`config.mk`:
```
export PLATFORM = sky130hd
export DESIGN_NAME = ppg_dg412_seq
export DESIGN_NICKNAME = d
export VERILOG_FILES = /design/src/rtl/ppg_dg412_seq.sv
export SDC_FILE = /design/constraint.sdc
export NUM_CORES = 1
export LEC_CHECK = 0
export BUFFER_PORTS_ARGS = -buffer_cell sky130_fd_sc_hd__buf_2
export CAP_MARGIN = 20
export CELL_PAD_IN_SITES_DETAIL_PLACEMENT = 1
export CELL_PAD_IN_SITES_GLOBAL_PLACEMENT = 1
export CORE_ASPECT_RATIO = 2
export CORE_UTILIZATION = 37
export DETAILED_ROUTE_END_ITERATION = 7
export PLACE_DENSITY = 0.9
export SYNTH_ARGS = -nofsm -noshare
export SYNTH_HDL_FRONTEND = slang
export SYNTH_SLANG_ARGS = --single-unit
```
`constraint.sdc`:
```
create_clock -name clk_fast -period 2.76 [get_ports clk_fast]
set_input_delay 0.138 -clock clk_fast [delete_from_list [all_inputs] [get_ports clk_fast]]
set_output_delay 0.138 -clock clk_fast [all_outputs]
set_load 0.02 [all_outputs]
```
`src/rtl/ppg_dg412_seq.sv`:
```
// Power and arm sequencer for a bank of DG412 clock-driver channels sharing
// one DC-DC high-voltage rail. Owns dcdc_en, soft-starts the rail, arms the
// requested channels once power is good, drains them on release and holds
// the rail up for a programmable hold-off before switching it off.
//
// Handshake note: req is a level, not a pulse; arm is a registered copy of
// req while ON, and armed_fb is the driver's acknowledgement. A channel is
// "ready" only when arm and armed_fb agree and the sequencer is ON.
//
// state_dbg encoding: 0 OFF, 1 SOFTSTART, 2 ON, 3 DRAIN, 4 HOLDOFF, 5 FAULT.
module ppg_dg412_seq #(
  parameter int NCH = 4,
  parameter int CW  = 16
) (
  input  logic           clk_fast,
  input  logic           rstn,
  input  logic [NCH-1:0] req,
  input  logic [CW-1:0]  settle,
  input  logic [CW-1:0]  holdoff,
  input  logic           pgood,
  input  logic [NCH-1:0] armed_fb,
  input  logic           fault_clr,
  output logic           dcdc_en,
  output logic [NCH-1:0] arm,
  output logic [NCH-1:0] ready,
  output logic           fault,
  output logic           busy,
  output logic [2:0]     state_dbg
);

  typedef enum logic [2:0] {
    ST_OFF       = 3'd0,
    ST_SOFTSTART = 3'd1,
    ST_ON        = 3'd2,
    ST_DRAIN     = 3'd3,
    ST_HOLDOFF   = 3'd4,
    ST_FAULT     = 3'd5
  } state_t;

  state_t          state_q, state_d;
  logic [CW-1:0]   cnt_q, cnt_d;
  logic            dcdc_en_q, dcdc_en_d;
  logic [NCH-1:0]  arm_q, arm_d;
  logic            fault_q, fault_d;

  logic            req_any;
  logic            fb_any;
  logic            cnt_zero;
  logic [CW-1:0]   cnt_dec;

  // Shared decode: any request, any driver still armed, saturating count-down.
  always_comb begin
    req_any  = |req;
    fb_any   = |armed_fb;
    cnt_zero = (cnt_q == '0);
    cnt_dec  = cnt_zero ? cnt_q : (cnt_q - CW'(1));
  end

  // State, counter and registered outputs; reset drops the rail at once.
  always_ff @(posedge clk_fast or negedge rstn) begin
    if (!rstn) begin
      state_q   <= ST_OFF;
      cnt_q     <= '0;
      dcdc_en_q <= 1'b0;
      arm_q     <= '0;
      fault_q   <= 1'b0;
    end else begin
      state_q   <= state_d;
      cnt_q     <= cnt_d;
      dcdc_en_q <= dcdc_en_d;
      arm_q     <= arm_d;
      fault_q   <= fault_d;
    end
  end

  // Next-state and next-output logic; arm is low everywhere except ON.
  always_comb begin
    state_d   = state_q;
    cnt_d     = cnt_q;
    dcdc_en_d = dcdc_en_q;
    arm_d     = '0;
    fault_d   = fault_q;

    unique case (state_q)
      ST_OFF: begin
        dcdc_en_d = 1'b0;
        if (req_any) begin
          state_d   = ST_SOFTSTART;
          cnt_d     = settle;
          dcdc_en_d = 1'b1;
        end
      end

      ST_SOFTSTART: begin
        dcdc_en_d = 1'b1;
        cnt_d     = cnt_dec;
        if (!req_any) begin
          // Released before the rail came up: treat like a normal release.
          state_d = ST_HOLDOFF;
          cnt_d   = holdoff;
        end else if (cnt_zero) begin
          state_d = pgood ? ST_ON : ST_FAULT;
        end
      end

      ST_ON: begin
        dcdc_en_d = 1'b1;
        arm_d     = req;
        if (!pgood) begin
          state_d = ST_FAULT;
        end else if (!req_any) begin
          state_d = ST_DRAIN;
        end
      end

      ST_DRAIN: begin
        dcdc_en_d = 1'b1;
        if (!pgood) begin
          state_d = ST_FAULT;
        end else if (!fb_any) begin
          state_d = ST_HOLDOFF;
          cnt_d   = holdoff;
        end
      end

      ST_HOLDOFF: begin
        // Rail is kept up; a new request goes straight back to ON.
        dcdc_en_d = 1'b1;
        cnt_d     = cnt_dec;
        if (req_any) begin
          state_d = ST_ON;
        end else if (cnt_zero) begin
          state_d   = ST_OFF;
          dcdc_en_d = 1'b0;
        end
      end

      ST_FAULT: begin
        dcdc_en_d = 1'b0;
        fault_d   = 1'b1;
        if (fault_clr && !req_any) begin
          state_d = ST_OFF;
          fault_d = 1'b0;
        end
      end

      default: begin
        state_d   = ST_OFF;
        dcdc_en_d = 1'b0;
      end
    endcase
  end

  // Output mapping.
  always_comb begin
    dcdc_en   = dcdc_en_q;
    arm       = arm_q;
    fault     = fault_q;
    busy      = (state_q != ST_OFF);
    ready     = arm_q & armed_fb & {NCH{state_q == ST_ON}};
    state_dbg = state_q;
  end

endmodule

```
==> impl_metrics.tcl <==
set metrics [dict create \
    clk_root_buffer_cell "clkbuf_8" \
    grt_start_max_net_pins 26 \
    synth.most_common_cell "dfrtp_1" \
    utilization_pct 47.7 \
    min_path_cells 2 \
    clk_path_buf_depth 2 \
    antennaDiodeCount 0 \
    grt_pass1_wl_um 12100 \
    ys_top_cells_by_count "dfrtp_1 (25), o21ai_0 (22), nor2_1 (21), nand2_1 (16), nor3_1 (14)" \
    critPathMaxFanout 7 \
    critPathArrivalTime_ns 2.69 \
    drive_gt1_share_pct 27.5 \
    yosys.area.top_type "dfrtp_1" \
    final_nets 344 \
    maxCapViolCount 0 \
    top_usage_layer "met2" \
    reg2reg_depth 7 \
    gp_congestion 0.923 \
    routed_via_density 6.66 \
    endpoint_kind "flop" \
    cts_hold_buf 1 \
    insertion_delay_ns 0.27 \
    ys_seq_elements 25 \
    grt_pass1_vias 2562 \
    rrSetupSlack_ns 0.23 \
    r2r-end "cnt_q[3]$_DFFE_PN0P_" \
    boundaryPins 58 \
    cts_tree "yes" \
    synthFlopType "dfrtp_1" \
    cts_setup_buffers 0 \
    tightest_slew_ns 0.928 \
    outcome "finished, final reports clean" \
    drv_slew 0 \
    grt_antenna_before_repair 0 \
    core_area_um2 4950 \
    die_x_um 53.2 \
    numCtsBuffers 3 \
    start_util_pct 39.1 \
    power_density_nw_per_um2 1190 \
    grt_util_all_layers_pct 29.4 \
    die_h_um 104 \
    avgSynthCellArea_um2 8.07 \
    drt-total-wl_um 7490 \
    die_area_um2 5550 \
    dp_hpwl_um 5710 \
    grt_use_met1_pct 28.0 \
    yosysWarnings 0 \
    yosys.cell_types.count 56 \
    postRouteAntennaNets 0 \
    fin_worst_skew_ns 0.00240 \
    ys_top_cells_by_area "dfrtp_1 (32%), o21ai_0 (5.7%), nor2_1 (4.1%)" \
    cts.sinks 25 \
    period_share_pct 91.5 \
    worstHoldPathType "in2reg" \
    port_buffers 57 \
    report.final.hold_viol_count 0 \
    fillers 646 \
    clock.fmax_mhz 396 \
    worst_slack_ns 0.234 \
    yosysTopAreaCellShare_pct 32.3 \
    synthArstFlopShare_pct 100 \
    grt-ovfl-total 0 \
    power_mw 2.82 \
    post_drt_wl_per_cell_um 21.1 \
    ys_seq_area_share_pct 32.3 \
    mappedNetlistArea_um2 1940 \
    p_leak_nw 1.03 \
    drtIter0Drc 78 \
    setup_viol 0 \
    clk_pin_slew_ns 0.09 \
    cts_htree_levels 1 \
    period_needed_ns 2.53 \
    fin_tns_setup_ns 0 \
    dp_slack_ns 0.247 \
    synth-edff-count 0 \
    path_class "reg2reg" \
    vdd_drop_max_v 0.000584 \
    synthCells 240 \
    critPathLaunch "cnt_q[0]$_DFFE_PN0P_" \
    worstReg2RegStart "cnt_q[0]$_DFFE_PN0P_" \
    syn-num-nets 285 \
    ctsResizeCount 0 \
    synthToLayoutAreaGrowth_pct 22.0 \
    crit_end "cnt_q[3]$_DFFE_PN0P_" \
    slew_headroom_pct 38.0 \
    dr_total_vias 2364 \
    rsz0062_at_grt "no" \
    first_pass_iters 4 \
    multi_input_area_um2 1230 \
    met3_usage_pct 3.65 \
    regArea_um2 626 \
    row_count 36 \
    required_ns 2.92 \
    start_kind "flop" \
    met2_usage_pct 52.1 \
    post-route-drc-count 0 \
]
stage by stage:
step / hold slack (ns) / cell area [um^2] / cells
2_1_floorplan: -0.158 / 1940 / 240
3_5_place_dp: 0.184 / 2310 / 350
5_1_grt: 0.111 / 2360 / 355
3_3_place_gp: 0.177 / 2310 / 350
6_report: 0.0954 / 2360 / 355
4_1_cts: 0.0986 / 2360 / 355
worst min path at each step:
stage	from	to
floorplan	rstn	arm[0]$_DFF_PN0_
global placement	rstn	cnt_q[3]$_DFFE_PN0P_
detailed placement	rstn	cnt_q[1]$_DFFE_PN0P_
CTS	req[1]	arm[1]$_DFF_PN0_
global route	req[1]	arm[1]$_DFF_PN0_
finish	req[1]	arm[1]$_DFF_PN0_
registers in the layout (all words and copies together), names as in the netlist:
signal and count:
cnt_q 16, arm 4, state_dbg 3, dcdc_en 1, fault 1
logic make-up (layout without fill, tap and decap cells):
kind of cell | Yosys count | in the layout | share of synthesized area (%)
simple gates | 108 | 108 | 31.3
compound gates | 82 | 82 | 29.3
flops | 25 | 25 | 32.3
buf+inv | 20 | 78 | 4.33
mux | 3 | 3 | 1.61
fa+ha+maj | 1 | 1 | 0.646
xor+xnor | 1 | 1 | 0.452
metal layers:
layer,wire (um),vias up
li1,-,1040
met1,2390,1143
met2,4160,127
met3,363,54
met4,577,0
met5,0,-
cell usage in the layout (no fill, tap or decap), types with 4 or more instances in the layout:
cell,netlist,layout
nor4_1,12,12
and2_1,5,5
or2_2,5,5
or4_1,5,5
nand2_1,16,16
a21oi_1,11,11
nor2b_1,4,4
nand2b_1,6,6
o21ai_0,22,22
a211oi_1,4,4
and3_1,6,6
nor3_1,14,14
nor2_1,21,21
buf_2,7,57
dfrtp_1,25,25
a221oi_1,6,6
buf_4,0,10
inv_1,6,6
critical path, stage by stage (launching register included):
cell and delay (ns):
dfrtp_1 0.44, inv_1 0.10, ha_1 0.25, or3b_1 0.51, nor4_4 0.54, o21ai_0 0.19, a221oi_1 0.28, o21ai_1 0.10
power breakdown:
group	switching (mW)	internal, mW	total [mW]
Clock	0.125	0.104	0.229
Combinational	1.13	0.684	1.81
Sequential	0.245	0.535	0.780
Total	1.50	1.32	2.82
final cells by class:
type | instances | share of cell area [%]
clock buffer | 4 | 1.91
inverter | 6 | 0.953
multi-input combinational | 195 | 52.0
sequential | 25 | 26.5
tap | 57 | 3.02
timing repair buffer | 68 | 15.7
No activity file was read; power rests on OpenSTA's default activity.
